**config.mk**
```make
export PLATFORM = sky130hd
export DESIGN_NAME = fft_ram_streamer
export DESIGN_NICKNAME = d
export VERILOG_FILES = /design/src/rtl/fft_ram_streamer_pkg.sv /design/src/rtl/stream_skid_fifo.sv /design/src/rtl/fft_ram_streamer.sv
export SDC_FILE = /design/constraint.sdc
export NUM_CORES = 1
export LEC_CHECK = 0
export BUFFER_PORTS_ARGS = -buffer_cell sky130_fd_sc_hd__buf_2
export CORE_AREA = 2 2 95 97
export DETAILED_ROUTE_END_ITERATION = 10
export DIE_AREA = 0 0 97 99
export PLACE_DENSITY_LB_ADDON = 0.2
export SLEW_MARGIN = 10
export SYNTH_ARGS = -nofsm -noshare
export SYNTH_HDL_FRONTEND = slang
export SYNTH_HIERARCHICAL = 1
export SYNTH_SLANG_ARGS = --single-unit
```
**constraint.sdc**
```tcl
create_clock -name clk -period 6.9 [get_ports clk]
set_input_delay 2.07 -clock clk [delete_from_list [all_inputs] [get_ports clk]]
set_output_delay 2.07 -clock clk [all_outputs]
set_load 0.02 [all_outputs]
```
**src/rtl/fft_ram_streamer_pkg.sv**
```systemverilog
// Shared FFT constants, stream-state encoding and the address bit-reverse helper.
package fft_consts;

    localparam int N          = 8;
    localparam int LOG2N      = $clog2(N);
    localparam int DW_COMPLEX = 32;

    typedef enum logic [1:0] {
        ST_IDLE,
        ST_LOAD,
        ST_HOLD,
        ST_UNLOAD
    } fft_stream_state_t;

    function automatic logic [LOG2N-1:0] bitrev(input logic [LOG2N-1:0] a);
        logic [LOG2N-1:0] r;
        for (int i = 0; i < LOG2N; i++) r[i] = a[LOG2N-1-i];
        return r;
    endfunction

endpackage

```
**src/rtl/stream_skid_fifo.sv**
```systemverilog
// Two-entry FIFO absorbing RAM read latency ahead of the output stream.
module stream_skid_fifo #(
    parameter int W = 32
) (
    input  logic         clk,
    input  logic         rst_n,
    input  logic         push_i,
    input  logic [W-1:0] din_i,
    input  logic         pop_i,
    output logic [W-1:0] dout_o,
    output logic         valid_o,
    output logic [1:0]   count_o
);

    logic [W-1:0] mem_q [2];
    logic         wptr_q, rptr_q;
    logic [1:0]   count_q;
    logic         push_ok, pop_ok;

    assign pop_ok  = pop_i && (count_q != 2'd0);
    assign push_ok = push_i && ((count_q != 2'd2) || pop_ok);

    always_ff @(posedge clk or negedge rst_n) begin
        if (!rst_n) begin
            mem_q[0] <= '0;
            mem_q[1] <= '0;
            wptr_q   <= 1'b0;
            rptr_q   <= 1'b0;
            count_q  <= 2'd0;
        end else begin
            if (push_ok) begin
                mem_q[wptr_q] <= din_i;
                wptr_q        <= ~wptr_q;
            end
            if (pop_ok) rptr_q <= ~rptr_q;
            count_q <= count_q + {1'b0, push_ok} - {1'b0, pop_ok};
        end
    end

    assign valid_o = (count_q != 2'd0);
    assign dout_o  = valid_o ? mem_q[rptr_q] : '0;
    assign count_o = count_q;

endmodule

```
**src/rtl/fft_ram_streamer.sv**
```systemverilog
// Streams one N-sample frame into a dual-port RAM (optionally bit-reversed) and
// back out in natural order through a 2-entry FIFO with backpressure.
module fft_ram_streamer
    import fft_consts::*;
#(
    parameter bit BITREV_LOAD = 1'b1
) (
    input  logic                  clk,
    input  logic                  rst_n,
    input  logic                  load_start,
    input  logic                  unload_start,
    input  logic                  s_valid,
    output logic                  s_ready,
    input  logic [DW_COMPLEX-1:0] s_data,
    output logic                  m_valid,
    input  logic                  m_ready,
    output logic [DW_COMPLEX-1:0] m_data,
    output logic                  m_last,
    output logic                  ena,
    output logic                  wea,
    output logic [LOG2N-1:0]      addra,
    output logic [DW_COMPLEX-1:0] dina,
    output logic                  enb,
    output logic                  web,
    output logic [LOG2N-1:0]      addrb,
    input  logic [DW_COMPLEX-1:0] doutb,
    output logic                  load_done,
    output logic                  unload_done,
    output logic                  busy
);

    localparam logic [LOG2N-1:0] LAST_IDX = LOG2N'(N - 1);

    fft_stream_state_t state_q, state_d;
    logic [LOG2N-1:0]  wcnt_q, wcnt_d;
    logic [LOG2N-1:0]  rcnt_q, rcnt_d;
    logic [LOG2N-1:0]  ocnt_q, ocnt_d;
    logic              issued_all_q, issued_all_d;
    logic              inflight_q;
    logic              load_done_q, load_done_d;
    logic              unload_done_q, unload_done_d;

    logic [1:0]        fifo_count;
    logic              pop;
    logic [2:0]        occ;
    logic              room;

    assign pop  = m_valid && m_ready;
    assign occ  = {1'b0, fifo_count} + {2'b0, inflight_q} - {2'b0, pop};
    assign room = (occ < 3'd2);

    always_comb begin
        state_d       = state_q;
        wcnt_d        = wcnt_q;
        rcnt_d        = rcnt_q;
        ocnt_d        = ocnt_q;
        issued_all_d  = issued_all_q;
        load_done_d   = 1'b0;
        unload_done_d = 1'b0;
        s_ready       = 1'b0;
        ena           = 1'b0;
        wea           = 1'b0;
        addra         = '0;
        dina          = '0;
        enb           = 1'b0;
        addrb         = '0;
        m_last        = 1'b0;

        case (state_q)
            ST_IDLE: begin
                if (load_start) begin
                    state_d = ST_LOAD;
                    wcnt_d  = '0;
                end
            end
            ST_LOAD: begin
                s_ready = 1'b1;
                if (s_valid) begin
                    ena    = 1'b1;
                    wea    = 1'b1;
                    dina   = s_data;
                    addra  = BITREV_LOAD ? bitrev(wcnt_q) : wcnt_q;
                    wcnt_d = wcnt_q + 1'b1;
                    if (wcnt_q == LAST_IDX) begin
                        state_d     = ST_HOLD;
                        load_done_d = 1'b1;
                    end
                end
            end
            ST_HOLD: begin
                // Read 0 goes out in the start cycle itself, so rcnt enters UNLOAD
                // already pointing at sample 1; this buys the 2-cycle first-beat latency.
                if (unload_start) begin
                    state_d      = ST_UNLOAD;
                    enb          = 1'b1;
                    addrb        = '0;
                    rcnt_d       = LOG2N'(1);
                    ocnt_d       = '0;
                    issued_all_d = 1'b0;
                end
            end
            ST_UNLOAD: begin
                m_last = m_valid && (ocnt_q == LAST_IDX);
                if (!issued_all_q && room) begin
                    enb    = 1'b1;
                    addrb  = rcnt_q;
                    rcnt_d = rcnt_q + 1'b1;
                    if (rcnt_q == LAST_IDX) issued_all_d = 1'b1;
                end
                if (pop) begin
                    ocnt_d = ocnt_q + 1'b1;
                    if (m_last) begin
                        state_d       = ST_IDLE;
                        unload_done_d = 1'b1;
                    end
                end
            end
            default: state_d = ST_IDLE;
        endcase
    end

    always_ff @(posedge clk or negedge rst_n) begin
        if (!rst_n) begin
            state_q       <= ST_IDLE;
            wcnt_q        <= '0;
            rcnt_q        <= '0;
            ocnt_q        <= '0;
            issued_all_q  <= 1'b0;
            inflight_q    <= 1'b0;
            load_done_q   <= 1'b0;
            unload_done_q <= 1'b0;
        end else begin
            state_q       <= state_d;
            wcnt_q        <= wcnt_d;
            rcnt_q        <= rcnt_d;
            ocnt_q        <= ocnt_d;
            issued_all_q  <= issued_all_d;
            inflight_q    <= enb;
            load_done_q   <= load_done_d;
            unload_done_q <= unload_done_d;
        end
    end

    stream_skid_fifo #(
        .W(DW_COMPLEX)
    ) u_fifo (
        .clk    (clk),
        .rst_n  (rst_n),
        .push_i (inflight_q),
        .din_i  (doutb),
        .pop_i  (pop),
        .dout_o (m_data),
        .valid_o(m_valid),
        .count_o(fifo_count)
    );

    assign web         = 1'b0;
    assign load_done   = load_done_q;
    assign unload_done = unload_done_q;
    assign busy        = (state_q != ST_IDLE);

endmodule

```
==> summary.md, run 1 <==
| Metric | Value |
|---|---|
| Die Wd | `between 90 and 100 um` |
| Critical path type | `in -> out` |
| Hold Startpoint | `u_fifo/mem_q[42]` |
| RSZ-0062 raised after global routing | `no` |
| Synth Net Count | `452` |
| Inserted Clock Buffers | `9` |
| Clock root cell | `clkbuf_8` |
| Routed vias/inst | `about 5.3` |
| Total power draw | `around 2.7 mW` |
| CP peak stage delay | `approximately 0.45 ns` |
| # diodes | `0` |
| Filler cell count | `about 690` |
| Die Area | `9600 um^2` |
| Total wire length | `about 10000 um` |
| Layout Skew | `just over 0.009 ns` |
| Vias in the first global route | `~3300` |
| Reg2reg start | `u_fifo/count_o[1]` |
| Max H-tree Level | `3` |
| Hold path cells | `1` |
| Maximum VDD drop | `about 0.26 mV` |
| Hold_buf cts | `0` |
| MaxCap Viol Count | `0` |
| Most used DFF post-synth | `dfrtp_1` |
| Critical path arrival | `3.95 ns` |
| Post-DP HPWL | `approximately 6700 um` |
| Status | `finished, final reports clean` |
| R2r setup slk | `about 4.1 ns` |
| Gr ovfl total | `0` |
| PD cells | `slightly below 500 nW/um^2` |
| FP Rows | `34` |
| Final setup TNS | `0 ns` |
| WP data required | `~4.8 ns` |
| DRC | `0` |
| Initial antenna violation count | `0` |
| Synthesized area | `roughly 4600 um^2` |
| Maximum fanout along the worst path | `8` |
| Setup violations, final | `0` |
| Area delta synth->final | `20.5%` |
| Antenna viol nets, final | `0` |
| Count of different cell masters after synthesis | `43` |
| GR Util met1 | `0.270` |
| Die height | `99 um` |
| Initial core utilization | `0.539` |
| Post-CTS setup buffers | `0` |
| Initial DRC count | `66` |
| Post-synth ARST share | `1.00` |
| Synth Register Bits | `83` |
| Final GP Congestion | `just under 0.9` |
| Tcrit/Tclk final | `0.873` |
| Post-synth EDFFs | `0` |
| Clock-pin slew on the worst setup and hold paths | `approximately 0.08 ns` |
| Overall global routing resource usage | `0.205` |
| Sequential cell area | `approximately 2100 um^2` |
| Vias | `roughly 3300` |
| Slew headroom | `0.292` |
| First-pass GRT wire length | `approximately 16000 um` |
| Worst path cell trace | `buf_2 -> nand2_1 -> nor2_1 -> o21ai_0 -> fa_1 -> xor2_1 -> nor2_1 -> a22o_1 -> buf_2` |
| Hold EP | `u_fifo/mem_q[42]` |
| Core Box Area | `8550 um^2` |
| Fmax achieved | `roughly 0.17 GHz` |
| Met3 Usage GRT | `0.0447` |
| Worst skew pair latency | `approximately 0.34 ns` |
| Ports | `150` |
| Seq/Total Area, Yosys | `0.451` |
| Reg2Reg Depth | `8` |
| Crit. End Element | `output pin` |
| Buffer levels on the longest clock path | `2` |
| Worst r2r dst | `u_fifo/mem_q[63]` |
| Placed cells | `between 600 and 700` |
| Min-delay worst type | `reg -> reg` |
| CP startpoint | `m_ready` |
| Port Buffers | `148` |
| Clock sinks | `83` |
| Cells after Synth | `about 370` |
| Leakage | `just over 3 nW` |
| Routing usage on met2 | `0.348` |
| Final Hold Viols | `0` |
| Wirelength per Cell | `about 16 um` |
| Largest net degree at the start of global routing | `84` |
| Multi-input combinational cell area | `2350 um^2` |
| Max Slew Vio Count | `0` |
| Final #Nets | `~590` |
| Final min period | `about 6 ns` |
| Layout cells sized above 1 | `0.471` |
| Post-cts gate resize count | `0` |
| Worst-Margin Slew | `around 1.1 ns` |
| Critical-path top delay cell | `xor2_1` |
| Router iterations before antenna repair | `6` |
| Yosys warning count | `6` |
| CTS tree | `built` |
| Avg Cell Area, Syn | `12.5 um^2` |
| CP Launch Type | `input pin` |
| Filler-free cell count of the finished design | `618` |
| Busiest layer in global routing | `met2` |
==> how the worst max path moves through the flow <==
stage          slack [ns]  cells after the start       end
2_1_floorplan        1.27                      7       enb
3_3_place_gp         0.98                      9       enb
3_5_place_dp         0.91                      9       enb
4_1_cts              0.89                      9       enb
5_1_grt              0.69                      9  addrb[2]
6_report             0.88                      9       enb
==> metal layers <==
layer  routed length [um]  vias up
met5                    0        -
met4                   89        0
met3                  591        6
met2                 4790      112
met1                 4350     1590
li1                     -     1556
==> cells by family (layout without fill, tap and decap cells) <==
group	after synthesis	count (layout)	synth area share
xor+xnor	5	5	0.00951
fa+ha+maj	14	14	0.0397
compound gates	21	21	0.0399
mux	102	102	0.289
flops	83	83	0.451
simple gates	107	107	0.129
other cells	1	1	0.000814
buf+inv	35	177	0.0413
==> cell usage after synthesis, types with 2 or more instances <==
master	count	share of area
mux2_4	61	0.20
xnor2_1	3	0.0057
xor2_1	2	0.0038
nor2_1	36	0.029
nand2b_1	4	0.0054
a2111oi_0	2	0.0038
clkbuf_1	12	0.0098
o22ai_1	2	0.0027
mux2i_1	36	0.078
nand2_1	8	0.0065
and3_1	42	0.057
and2b_1	2	0.0033
mux2_2	4	0.0098
a211o_1	2	0.0038
nor3b_4	2	0.0081
inv_1	10	0.0081
buf_4	2	0.0033
ha_1	13	0.035
nor2b_1	2	0.0027
a22o_1	4	0.0076
o21ai_0	3	0.0033
and2_1	4	0.0054
dfrtp_1	83	0.45
buf_2	5	0.0054
buf_6	6	0.015
==> stage by stage <==
step	cell area, um^2	setup slack [ns]	hold WS, ns	util
after CTS	5550	0.892	0.517	0.649
after floorplan	4610	1.27	0.480	-
after detailed placement	5360	0.911	0.493	0.627
after global routing	5550	0.694	0.527	0.649
final	5550	0.875	0.516	0.649
after global placement	5360	0.976	0.488	0.627
==> area by class of cell <==
cell class,count,share of cell area
timing repair buffer,151,0.138
clock buffer,10,0.0248
multi-input combinational,250,0.423
inverter,10,0.00676
clock inverter,6,0.00879
sequential,83,0.374
tap,108,0.0243
==> layout by cell type (no fill, tap or decap), drive strengths merged, types with 3 or more instances in the layout <==
cell,instances
buf,151
dfrtp,83
mux2,66
and3,42
nor2,37
mux2i,36
ha,13
inv,12
clkbuf,10
nand2,8
nand2b,4
a22o,4
and2,4
o21ai,3
clkinvlp,3
xnor2,3
a2111oi,3
==> where the power goes <==
group / internal (mW) / leakage, nW / switching [mW] / total, mW
clock: 0.144 / 0.0855 / 0.179 / 0.323
combinational: 0.722 / 1.98 / 0.748 / 1.47
sequential: 0.718 / 0.997 / 0.202 / 0.920
==> flip-flops by register name (all words and copies together) (netlist names) <==
name	flops
inflight_q	1
ocnt_q	3
state_q	2
u_fifo/wptr_q	1
u_fifo/count_o	2
rcnt_q	3
load_done	1
wcnt_q	3
u_fifo/rptr_q	1
unload_done	1
u_fifo/mem_q	64
issued_all_q	1
==> worst max-delay path, delay by kind of cell <==
family | cells | cell delay, ns
xor+xnor | 1 | 0.45
simple gates | 3 | 0.44
fa+ha+maj | 1 | 0.39
compound gates | 2 | 0.35
buf+inv | 2 | 0.25
Power figures use the tool's default switching activity.
==> run 2, diff against run 1 <==
Settings changed: CORE_AREA 2 2 95 97 to 2 2 104 106, DIE_AREA 0 0 97 99 to 0 0 106 108.
Clock period 6.9 ns to 5.2 ns, I/O delays scaled along.
==> run 2 against run 1 <==
Effect of this change:
- wire length hardly changed
- design area is 0.43% higher
- via count is 0.52% higher
- power is 32% higher
- clock skew is 0.0014 ns higher
- critical path depth stayed put
- register-to-register slack worse by 1.4 ns
- sequential power is 32% higher
- count of clock-buffer cells in the layout is 1 lower
- global-route usage is 3.2 points lower
- non-clock buffer count stayed put
==> summary.md, run 2 (synthesis results as in run 1) <==
| Metric | Value |
|---|---|
| Hold_buf cts | `0` |
| Overall global routing resource usage | `0.173` |
| Maximum fanout along the worst path | `8` |
| Layout Skew | `~0.010 ns` |
| Gr ovfl total | `0` |
| Worst hold slack | `a little over 0.5 ns` |
| First-pass GRT wire length | `between 15000 and 20000 um` |
| Die Wd | `approximately 110 um` |
| Worst r2r dst | `u_fifo/mem_q[31]` |
| Clock sinks | `83` |
| Final min period | `roughly 4.9 ns` |
| Setup violations, final | `0` |
| Worst skew pair latency | `~0.34 ns` |
| Fmax achieved | `between 0.2 and 0.25 GHz` |
| Critical path type | `in -> out` |
| Ports | `150` |
| Total wire length | `approximately 10000 um` |
| Final GP Congestion | `just over 0.8` |
| Min-delay worst type | `reg -> reg` |
| WP data required | `about 3.6 ns` |
| PD cells | `~640 nW/um^2` |
| Max H-tree Level | `3` |
| Router iterations before antenna repair | `4` |
| # diodes | `0` |
| Clock root cell | `clkbuf_8` |
| MaxCap Viol Count | `0` |
| FP Rows | `37` |
| Wirelength per Cell | `15.2 um` |
| R2r setup slk | `between 2 and 3 ns` |
| Vias in the first global route | `~3300` |
| Port Buffers | `148` |
| Vias | `3281` |
| Layout cells sized above 1 | `0.471` |
| Hold Startpoint | `u_fifo/mem_q[18]` |
| Hold EP | `u_fifo/mem_q[18]` |
| Filler cell count | `between 800 and 900` |
| CTS tree | `built` |
| Worst-Margin Slew | `~1.0 ns` |
| Largest net degree at the start of global routing | `between 80 and 90` |
| Critical path arrival | `~3.4 ns` |
| Largest register by flop count | `u_fifo/mem_q` |
| Routed vias/inst | `around 5.1` |
| Buffer levels on the longest clock path | `2` |
| Maximum VDD drop | `approximately 0.26 mV` |
| Reg2Reg Depth | `8` |
| Antenna viol nets, final | `0` |
| Post-cts gate resize count | `0` |
| Clock-pin slew on the worst setup and hold paths | `approximately 0.08 ns` |
| Tcrit/Tclk final | `0.949` |
| RSZ-0062 raised after global routing | `no` |
| Area delta synth->final | `21.0%` |
| Hold path cells | `1` |
| Post-CTS setup buffers | `0` |
| Die Area | `about 11000 um^2` |
| Initial core utilization | `0.450` |
| Leakage | `3.06 nW` |
| Commonest non-fill, non-tap cell in the layout | `buf_2` |
| Slew headroom | `0.309` |
| CP Launch Type | `input pin` |
| Final #Nets | `between 500 and 600` |
| Crit. End Element | `output pin` |
| Max reg flops | `64` |
| Inserted Clock Buffers | `9` |
| Final setup TNS | `0 ns` |
| Most frequent cells in the layout | `buf_2 (147), dfrtp_1 (82), mux2_4 (61)` |
| Die height | `108 um` |
| Post-DP HPWL | `approximately 6500 um` |
| Initial antenna violation count | `0` |
| Core Box Area | `between 10000 and 15000 um^2` |
| Max Slew Vio Count | `0` |
| DRC | `0` |
| Initial DRC count | `between 100 and 150` |
| Status | `finished, final reports clean` |
| Final Hold Viols | `0` |
| Reg2reg start | `u_fifo/count_o[1]` |
-- run 2: cell count changes in the layout (fill, tap and decap cells not counted), sizes merged --
| cell | previous run | this run |
|---|---|---|
| clkinv | 1 | 3 |
| clkbuf | 10 | 9 |
| clkinvlp | 3 | 2 |
-- run 2: worst max path at each step --
stage / start / endpoint / slack (ns) / depth (start not counted)
after floorplan: m_ready / enb / 0.59 / 7
after global placement: m_ready / enb / 0.31 / 9
after detailed placement: m_ready / enb / 0.26 / 9
after CTS: m_ready / enb / 0.25 / 9
after global routing: m_ready / addrb[0] / 0.1 / 9
final: m_ready / enb / 0.26 / 9
-- run 2: layout make-up --
class / count / area (um^2) / area share
multi-input combinational: 250 / 2350 / 0.421
sequential: 83 / 2080 / 0.373
clock inverter: 7 / 51.3 / 0.00920
clock buffer: 9 / 124 / 0.0222
timing repair buffer: 151 / 766 / 0.137
inverter: 10 / 37.5 / 0.00673
tap: 136 / 170 / 0.0305
-- run 2: report_power, final --
group | total, mW | internal, mW | switching [mW]
clock network | 0.423 | 0.176 | 0.247
logic | 1.95 | 0.958 | 0.989
registers | 1.21 | 0.952 | 0.261
total | 3.58 | 2.09 | 1.50
-- run 2: per-stage QoR --
step | setup WS (ns) | power, mW | util | cells | instance area [um^2]
6_report | 0.264 | 3.58 | 0.545 | 646 | 5570
5_1_grt | 0.0974 | 3.84 | 0.545 | 646 | 5570
4_1_cts | 0.255 | 3.62 | 0.545 | 646 | 5570
3_5_place_dp | 0.255 | 3.18 | 0.528 | 630 | 5400
3_3_place_gp | 0.314 | 3.14 | 0.528 | 630 | 5400
2_1_floorplan | 0.594 | 2.69 | - | 368 | 4610
-- run 2: critical path, cell delays in order --
cell     delay (ns)
buf_2          0.09
nand2_1        0.10
nor2_1         0.18
o21ai_0        0.14
fa_1           0.39
xor2_1         0.40
nor2_1         0.15
a22o_1         0.21
buf_2          0.16
-- run 2: layer usage --
metal / part of all wire / routed length [um] / vias up / track usage
li1: - / - / 1556 / -
met4: 0.011 / 108 / 0 / 0.0630
met5: 0 / 0 / - / 0
met3: 0.058 / 566 / 8 / 0.0374
met2: 0.46 / 4560 / 126 / 0.288
met1: 0.47 / 4600 / 1591 / 0.222
==> run 3, diff against run 2 <==
Settings changed: PLACE_DENSITY set to 0.77, PLACE_DENSITY_LB_ADDON 0.2 to unset.
==> run 3 against run 2 <==
Effect of this change:
- final cell count unchanged
- design area up 1.2%
- sequential share of layout area down 0.44 points
- die area unchanged
- clock skew up 0.0027 ns
- highest routed layer unchanged
==> summary.md, run 3 (synthesis results as in run 1) <==
| Metric | Value |
|---|---|
| Clock share of power | `0.144` |
| MaxCap Viol Count | `0` |
| Antenna viol nets, final | `0` |
| Maximum fanout along the worst path | `8` |
| Ports | `150` |
| Die Wd | `~110 um` |
| Most frequent cells in the layout | `buf_2 (147), dfrtp_1 (82), mux2_4 (61)` |
| Worst r2r dst | `rcnt_q[2]` |
| Switch Pwr | `1.52 mW` |
| Tcrit/Tclk final | `0.937` |
| R2r setup slk | `2.70 ns` |
| Port Buffers | `roughly 150` |
| Design Area, Final | `approximately 5600 um^2` |
| Sequential share of power | `0.329` |
| Placed cells | `between 600 and 700` |
| Layout Skew | `about 0.013 ns` |
| Wirelength per Cell | `~16 um` |
| Clock root cell | `clkbuf_8` |
| Worst slack, placed | `slightly above 0.2 ns` |
| Fmax achieved | `slightly above 0.2 GHz` |
| Vias | `between 3000 and 4000` |
| Max Slew Vio Count | `0` |
| Vias in the first global route | `roughly 3500` |
| Buffer levels on the longest clock path | `2` |
| Max reg flops | `64` |
| Total wire length | `10100 um` |
| Min-delay worst type | `reg -> reg` |
| Setup violations, final | `0` |
| Clock sinks | `83` |
| Final GP Congestion | `approximately 0.8` |
| Switching share of power | `0.408` |
| Largest register by flop count | `u_fifo/mem_q` |
| Final worst slack | `between 0.3 and 0.4 ns` |
| Routed vias/inst | `between 5 and 6` |
| Inserted Clock Buffers | `9` |
| Router iterations before antenna repair | `4` |
| Critical path arrival | `3.31 ns` |
| Reg2Reg Depth | `9` |
| Hold Startpoint | `u_fifo/mem_q[0]` |
| Gr ovfl total | `0` |
| Status | `finished, final reports clean` |
| First-pass GRT wire length | `16500 um` |
| RSZ-0062 raised after global routing | `no` |
| Multi-input combinational cell area | `2350 um^2` |
| Maximum VDD drop | `slightly above 0.3 mV` |
| Largest net degree at the start of global routing | `84` |
| Post-DP HPWL | `~7000 um` |
| Die height | `108 um` |
| Post-CTS setup buffers | `0` |
| Filler cell count | `approximately 900` |
| Leakage | `about 3.1 nW` |
| Overall global routing resource usage | `0.180` |
| WP data required | `roughly 3.6 ns` |
| Commonest non-fill, non-tap cell in the layout | `buf_2` |
| Hold EP | `u_fifo/mem_q[0]` |
| Reg2reg start | `u_fifo/count_o[1]` |
| Gate power share | `0.527` |
| Slew headroom | `0.306` |
| Sequential cell area | `around 2100 um^2` |
| # diodes | `0` |
| Max H-tree Level | `3` |
| Worst skew pair latency | `0.35 ns` |
| Clock-pin slew on the worst setup and hold paths | `~0.080 ns` |
| CTS tree | `built` |
| CP Launch Type | `input pin` |
| Initial core utilization | `0.450` |
| Initial antenna violation count | `0` |
| Final Hold Viols | `0` |
| FP Rows | `37` |
| Final min period | `between 4 and 5 ns` |
| Hold path cells | `1` |
| DRC | `0` |
| Worst hold slack | `approximately 0.51 ns` |
| Core Box Area | `a little over 10000 um^2` |
| Area delta synth->final | `22.4%` |
| PD cells | `roughly 660 nW/um^2` |
| Layout cells sized above 1 | `0.473` |
| Filler-free cell count of the finished design | `~650` |
| Total placed instance area | `~5400 um^2` |
| Final setup TNS | `0 ns` |
| Worst-Margin Slew | `roughly 1.0 ns` |
| Final #Nets | `589` |
| Critical path type | `in -> out` |
| Die Area | `11400 um^2` |
| Crit. End Element | `output pin` |
| Int Power | `2.20 mW` |
| Initial DRC count | `94` |
## run 3: layout make-up
cell class / instances / area share
flip-flops and latches: 83 / 0.368
well taps: 136 / 0.0302
clock inverters: 6 / 0.0171
inverters: 10 / 0.00665
clock buffers: 10 / 0.0244
multi-input cells: 250 / 0.417
repair buffers: 151 / 0.136
## run 3: metrics by stage
stage | utilization | total power [mW]
after floorplan | - | 2.69
after global placement | 0.528 | 3.11
after detailed placement | 0.528 | 3.20
after CTS | 0.551 | 3.75
after global routing | 0.551 | 3.99
final | 0.551 | 3.73
## run 3: routing by layer
| metal | global-route usage | routed length [um] | vias up |
|---|---|---|---|
| met5 | 0 | 0 | - |
| met4 | 0.0367 | 55 | 0 |
| met3 | 0.0416 | 641 | 5 |
| met2 | 0.320 | 5020 | 151 |
| met1 | 0.226 | 4400 | 1637 |
| li1 | - | - | 1552 |
## run 3: worst max path at each step
stage,cells past startpoint,slack (ns),from,endpoint
2_1_floorplan,7,0.59,m_ready,enb
3_3_place_gp,9,0.33,m_ready,enb
3_5_place_dp,9,0.21,m_ready,enb
4_1_cts,9,0.22,m_ready,enb
5_1_grt,9,0.11,m_ready,addrb[1]
6_report,9,0.33,m_ready,enb
## run 3: power groups by stage
| stage | registers (mW) | logic (mW) | clock network [mW] |
|---|---|---|---|
| floorplan | 1.10 | 1.58 | 0 |
| global placement | 1.20 | 1.91 | 0 |
| detailed placement | 1.24 | 1.96 | 0 |
| CTS | 1.22 | 1.97 | 0.554 |
| global route | 1.27 | 2.14 | 0.582 |
| finish | 1.22 | 1.96 | 0.537 |
## run 3: critical path, stage by stage
cell and delay (ns):
buf_2 0.09, nand2_1 0.10, nor2_1 0.18, o21ai_0 0.14, fa_1 0.42, xor2_2 0.33
nor2_1 0.13, a22o_1 0.20, buf_2 0.16
## run 3: timing repair
action	4_1_cts	5_1_grt
setup endpoints to repair	0	4
hold buffers	0	0
resized for setup	0	1
